## config.mk

```make
export PLATFORM = sky130hd
export DESIGN_NAME = game_flow_ctrl
export DESIGN_NICKNAME = d
export VERILOG_FILES = /design/src/rtl/game_flow_ctrl.sv
export SDC_FILE = /design/constraint.sdc
export NUM_CORES = 1
export LEC_CHECK = 0
export CAP_MARGIN = 20
export CELL_PAD_IN_SITES_DETAIL_PLACEMENT = 1
export CELL_PAD_IN_SITES_GLOBAL_PLACEMENT = 2
export CORE_ASPECT_RATIO = 0.9
export CORE_MARGIN = 2
export CORE_UTILIZATION = 30
export DETAILED_ROUTE_END_ITERATION = 8
export PLACE_DENSITY_LB_ADDON = 0.25
export SLEW_MARGIN = 20
export SYNTH_ARGS = -nofsm -noshare
export SYNTH_HDL_FRONTEND = slang
export SYNTH_SLANG_ARGS = --single-unit
```

## constraint.sdc

```tcl
create_clock -name Clk -period 3 [get_ports Clk]
set_clock_uncertainty 0.1 [all_clocks]
set_input_delay 0.6 -clock Clk [delete_from_list [all_inputs] [get_ports Clk]]
set_output_delay 0.6 -clock Clk [all_outputs]
set_load 0.02 [all_outputs]
```

## src/rtl/game_flow_ctrl.sv

```systemverilog
// -----------------------------------------------------------------------------
// game_flow_ctrl
//   Top-level game sequencer. Owns the game-mode FSM (title, countdown, play,
//   pause, dying, game over), gates the physics/scroll datapath with run_en,
//   pulses game_reset to clear player/score/platforms, and shrinks the
//   platform width as the score climbs.
//
// Ports
//   Clk            in   system clock
//   Reset          in   asynchronous active-low reset
//   frame_clk      in   raw frame strobe from the VGA controller (async level)
//   keycode        in   [7:0]  current USB keycode, 0 = none
//   health         in   [9:0]  player health
//   score          in   [15:0] current score
//   state          out  [7:0]  0 TITLE, 1 PLAY, 2 GAMEOVER, 3 COUNTDOWN,
//                              4 PAUSE, 5 DYING
//   run_en         out  high only in PLAY
//   frame_tick     out  one-Clk pulse per frame_clk rising edge
//   game_reset     out  one-Clk pulse on entry to COUNTDOWN from TITLE/GAMEOVER
//   countdown_sec  out  [1:0]  seconds left in COUNTDOWN (3..1), else 0
//   platform_size  out  [7:0]  current platform width
//   best_score     out  [15:0] best score since reset
// -----------------------------------------------------------------------------
module game_flow_ctrl #(
  parameter int COUNTDOWN_FRAMES = 180,
  parameter int DYING_FRAMES     = 60,
  parameter int PLAT_MAX         = 30,
  parameter int PLAT_MIN         = 12,
  parameter int SCORE_STEP       = 500
) (
  input  logic        Clk,
  input  logic        Reset,
  input  logic        frame_clk,
  input  logic [7:0]  keycode,
  input  logic [9:0]  health,
  input  logic [15:0] score,
  output logic [7:0]  state,
  output logic        run_en,
  output logic        frame_tick,
  output logic        game_reset,
  output logic [1:0]  countdown_sec,
  output logic [7:0]  platform_size,
  output logic [15:0] best_score
);

  localparam logic [7:0] ST_TITLE     = 8'd0;
  localparam logic [7:0] ST_PLAY      = 8'd1;
  localparam logic [7:0] ST_GAMEOVER  = 8'd2;
  localparam logic [7:0] ST_COUNTDOWN = 8'd3;
  localparam logic [7:0] ST_PAUSE     = 8'd4;
  localparam logic [7:0] ST_DYING     = 8'd5;

  localparam logic [7:0] KEY_ENTER = 8'd40;
  localparam logic [7:0] KEY_ESC   = 8'd41;
  localparam logic [7:0] KEY_P     = 8'd19;

  localparam int CNT_MAX = (COUNTDOWN_FRAMES > DYING_FRAMES) ? COUNTDOWN_FRAMES : DYING_FRAMES;
  localparam int CNT_W   = $clog2(CNT_MAX + 1);

  logic             fc_p0, fc_p1, fc_p2;
  logic [7:0]       key_prev;
  logic [CNT_W-1:0] frame_cnt;
  logic [16:0]      threshold;
  logic             press_enter, press_esc, press_p;
  logic [CNT_W+1:0] cnt_x3;

  // One difficulty step: narrow by 2, never below the floor.
  function automatic logic [7:0] shrink_size(input logic [7:0] size);
    if (size >= 8'(PLAT_MIN + 2)) return size - 8'd2;
    else                          return 8'(PLAT_MIN);
  endfunction

  // ---- stage: frame_clk synchroniser, edge detect and key history ----
  always_ff @(posedge Clk or negedge Reset) begin
    if (!Reset) begin
      fc_p0      <= 1'b0;
      fc_p1      <= 1'b0;
      fc_p2      <= 1'b0;
      frame_tick <= 1'b0;
      key_prev   <= 8'd0;
    end else begin
      fc_p0      <= frame_clk;
      fc_p1      <= fc_p0;
      fc_p2      <= fc_p1;
      frame_tick <= fc_p1 & ~fc_p2;
      key_prev   <= keycode;
    end
  end

  assign press_enter = (keycode == KEY_ENTER) && (key_prev != KEY_ENTER);
  assign press_esc   = (keycode == KEY_ESC)   && (key_prev != KEY_ESC);
  assign press_p     = (keycode == KEY_P)     && (key_prev != KEY_P);

  // ---- stage: mode FSM, frame counter, difficulty and best score ----
  always_ff @(posedge Clk or negedge Reset) begin
    if (!Reset) begin
      state         <= ST_TITLE;
      game_reset    <= 1'b0;
      frame_cnt     <= '0;
      threshold     <= 17'(SCORE_STEP);
      platform_size <= 8'(PLAT_MAX);
      best_score    <= 16'd0;
    end else begin
      game_reset <= 1'b0;

      // At most one difficulty step per frame, only while actually playing.
      if (state == ST_PLAY && frame_tick && ({1'b0, score} >= threshold)) begin
        threshold     <= threshold + 17'(SCORE_STEP);
        platform_size <= shrink_size(platform_size);
      end

      case (state)
        ST_TITLE: begin
          if (press_enter) begin
            state         <= ST_COUNTDOWN;
            frame_cnt     <= CNT_W'(COUNTDOWN_FRAMES);
            game_reset    <= 1'b1;
            platform_size <= 8'(PLAT_MAX);
            threshold     <= 17'(SCORE_STEP);
          end
        end
        ST_COUNTDOWN: begin
          // Esc beats an expiry landing on the same cycle.
          if (press_esc) begin
            state <= ST_TITLE;
          end else if (frame_tick) begin
            if (frame_cnt == CNT_W'(1)) state <= ST_PLAY;
            else                        frame_cnt <= frame_cnt - CNT_W'(1);
          end
        end
        ST_PLAY: begin
          if (health == 10'd0) begin
            state     <= ST_DYING;
            frame_cnt <= CNT_W'(DYING_FRAMES);
            if (score > best_score) best_score <= score;
          end else if (press_esc) begin
            state <= ST_TITLE;
          end else if (press_p) begin
            state <= ST_PAUSE;
          end
        end
        ST_PAUSE: begin
          if (press_esc)                 state <= ST_TITLE;
          else if (press_p || press_enter) state <= ST_PLAY;
        end
        ST_DYING: begin
          if (frame_tick) begin
            if (frame_cnt == CNT_W'(1)) state <= ST_GAMEOVER;
            else                        frame_cnt <= frame_cnt - CNT_W'(1);
          end
        end
        ST_GAMEOVER: begin
          if (press_esc) begin
            state <= ST_TITLE;
          end else if (press_enter) begin
            state         <= ST_COUNTDOWN;
            frame_cnt     <= CNT_W'(COUNTDOWN_FRAMES);
            game_reset    <= 1'b1;
            platform_size <= 8'(PLAT_MAX);
            threshold     <= 17'(SCORE_STEP);
          end
        end
        default: state <= ST_TITLE;
      endcase
    end
  end

  // ceil(cnt*3/N) without a divider: compare 3*cnt against N and 2N.
  assign cnt_x3 = {2'b00, frame_cnt} + {1'b0, frame_cnt, 1'b0};

  always_comb begin
    countdown_sec = 2'd0;
    if (state == ST_COUNTDOWN) begin
      if (cnt_x3 > (CNT_W+2)'(2 * COUNTDOWN_FRAMES)) countdown_sec = 2'd3;
      else if (cnt_x3 > (CNT_W+2)'(COUNTDOWN_FRAMES)) countdown_sec = 2'd2;
      else if (frame_cnt != '0)                      countdown_sec = 2'd1;
    end
  end

  assign run_en = (state == ST_PLAY);

endmodule

```

==> run_results.csv <==
group,metric,value,unit
floorplanning,initial_utilization,0.3070,
run,drv_cap,0,
grt,grtUsageTotal,0.1650,
route,vias,4017,
clocking,cts_tree,"yes",
placed_design,place_inst,788,
synth,synth_flop_cell,"dfrtp_1",
clocking,clk_latency,340,ps
route,drt_iter0_drc,84,
clocking,cts-buffers-inserted,9,
route,drt-total-wl,12570,um
critical_path,critPathMaxStageDelay,440,ps
synth,synthCells,471,
route,vias_per_cell,4.965,
run_status,status,"finished, violations left",
critical_path,cp-start-kind,"flop",
route,topRoutingLayerUsed,"met4",
timing,min_period,3466,ps
power,p_clk_frac,0.505,
finish,fin_cells,809,
timing,setup_viol,2,
finish,fin_util,0.4280,
hold_path,hold_path.class,"reg2reg",
placed_design,port_buffers,73,
finish,drive_gt1_frac,0.2128,
synth,synth.cell_area,4517,sq um
floorplanning,core_area,14710,sq um
critical_path,crit_buf_inv,1,
power,comb_power_share,0.082,
placed_design,place.gp.congestion,0.7506,
run_status,violations,"negative setup slack",
floorplanning,die_area,16050,sq um
critical_path,endpoint_kind,"primary output",
critical_path,path_class,"reg2out",
clocking,cts.clk_slew.worst_paths,60,ps
grt,grt.overflow.total,0,
power,net-switching-power,0.5393,mW
timing,setup_ws,-465.9,ps
power,p_int,1.804,mW
timing,max_slew_margin,0.3656,
power,swShare,0.2302,
timing,setup-tns-final,-881.9,ps
critical_path,critPathArrivalTime,2770,ps
critical_path,cp_max_fo,4,
synth,synth.distinct_cells,63,
clocking,clockBufferDepth,2,
floorplanning,ios,74,
route,dr_wl_met2,5735,um
floorplanning,die_w,133.3,um
route,wl_met1,6122,um
route,dr.pass1.iters,4,
grt,antenna_found_initial,0,
critical_path,path_cells,"ha_4 > fa_2 > a211oi_2 > o21bai_1 > a21oi_2 > o221ai_2 > or3_4 > mux2i_2 > nor2_2 > buf_6",
floorplanning,fp.dieH,120.4,um
route,dr_wl_met3,552,um
timing,finalCritPeriodShare,1.155,
power,p_seq_frac,0.413,
timing,rsz0062_at_grt,"yes",
floorplanning,rows,42,
synth,seq_area_frac_synth,0.3906,
finish,diodes,0,
route,ant_nets,0,
finish,fin_nets,698,
grt,grt_pass1_vias,4088,
route,drc,0,
critical_path,required,2300,ps
placed_design,hpwl,9528,um
grt,grt_max_degree,71,
synth,yosysTopAreaCell,"dfrtp_1",
power,power_density,372.0,nW/um^2
power,design_power_total,2.343,mW
timing,hold_violations,0,
clocking,cts.htree.levels,3,
synth,syn_avg_cell_area,9.590,sq um
timing,tightest_slew,951.6,ps
power,ir_drop,0.0002915,V
synth,yosys_warnings,0,
power,leakage,2.828,nW
synth,synth-edff-count,0,
timing,max_freq,288.5,MHz
grt,grt_pass1_wl,20750,um
synth,async_reset_ff_frac,1.000,
timing,drv_slew,0,
critical_path,path_delay_family,"compound AO/OA/AOI/OAI gates",
finish,fillers,1709,
route,routedWlPerCell,15.54,um
synth,ys_ff_latch,70,
finish,area_delta_synth_final,39.42,%
synth,synth_top_cell_area_share,0.3324,
clocking,cts_sinks,70,
clocking,root_buffer,"clkbuf_16",
synth,synth.area.top_cells,"dfrtp_1 (33%), ha_1 (15%), dfstp_2 (5.8%), mux2_2 (4.5%), inv_1 (4.3%)",
critical_path,worst_path_max_delay_cell,"dfrtp_2",
routing by layer:
metal	GRT usage	vias to the layer above
met4	0.04588	0
met2	0.2677	76
met3	0.04109	11
li1	-	1974
met5	0	-
met1	0.2196	1956
sequential cells by signal (all words and copies together) (netlist names):
register,flops
frame_tick,1
fc_p0,1
state,8
fc_p1,1
key_prev,8
game_reset,1
fc_p2,1
best_score,16
threshold,17
frame_cnt,8
platform_size,8
power groups by stage:
stage	combinational [mW]	sequential (mW)	clock, mW
2_1_floorplan	0.0617	0.989	0
3_3_place_gp	0.184	0.983	0
3_5_place_dp	0.190	0.984	0
4_1_cts	0.193	0.967	1.22
5_1_grt	0.216	0.969	1.26
6_report	0.192	0.968	1.18
kinds of logic after synthesis:
| logic type | synth area share |
|---|---|
| adder cells (fa/ha/maj) | 0.1540 |
| multiplexers | 0.05402 |
| AND/OR/NAND/NOR | 0.1518 |
| XOR/XNOR | 0.01551 |
| AO/OA/AOI/OAI | 0.1801 |
| flip-flops | 0.3906 |
| other | 0.0008302 |
| buffers and inverters | 0.05319 |
per-stage QoR:
stage	area [sq um]	setup slack (ps)	hold WS (ps)
final	6297	-465.9	247.0
after global placement	5862	-492.3	232.6
after global routing	6297	-597.1	255.4
after floorplan	4543	8.062	204.4
after CTS	6195	-494.7	250.5
after detailed placement	5862	-563.1	236.2
synthesized netlist by cell type, types with 5 or more instances:
master	number
dfstp_2	10
a21oi_1	28
nand2_1	33
nand4_1	7
nor4_1	5
o21ai_0	35
or3_1	11
xnor2_1	6
inv_1	52
mux2_2	18
dfrtp_1	60
o211ai_1	5
a21o_1	12
ha_1	54
nor2b_1	7
nor3_1	8
nand3_1	15
o2111ai_1	5
nor2_1	27
repair_timing:
item,4_1_cts,5_1_grt
setup endpoints to repair,3,3
resized for setup,10,19
buffers inserted,2,3
hold buffers,0,0
pin swaps,1,11
cell type report:
cell class / instances / area [sq um] / share of cell area
Clock buffer: 10 / 239.0 / 0.03795
Clock inverter: 6 / 85.08 / 0.01351
Inverter: 52 / 195.2 / 0.03100
Multi-Input combinational cell: 345 / 2620 / 0.4161
Sequential cell: 70 / 1765 / 0.2803
Tap cell: 198 / 247.7 / 0.03934
Timing Repair Buffer: 128 / 1145 / 0.1818
worst paths after layout:
path | from | endpoint | slack [ps] | depth (start not counted)
max | frame_cnt[1] | countdown_sec[0] | -470 | 10
min | fc_p0 | fc_p1 | 250 | 0
max reg2reg | state[3] | frame_cnt[1] | 250 | 8
min reg2reg | fc_p0 | fc_p1 | 250 | 0
max in group asynchronous | Reset | frame_cnt[1] | 1850 | 1
min in group asynchronous | Reset | frame_cnt[2] | 310 | 1
cells in the final DEF, fill, tap and decap left out, drive strengths merged, types with 3 or more instances in the layout:
cell / count
conb: 5
o21a: 3
dfrtp: 60
or4: 4
nand4: 7
mux2: 19
and2: 3
nand3: 15
a21o: 12
inv: 52
dfstp: 10
or3: 11
o211a: 4
a211oi: 4
ha: 54
nand2: 33
nor4: 5
o211ai: 5
clkdlybuf4s50: 69
o21ai: 39
buf: 58
mux2i: 3
nor2b: 7
clkbuf: 11
xnor2: 6
o2111ai: 5
nor3: 9
a21oi: 28
nor2: 27
No activity file was read; power rests on OpenSTA's default activity.
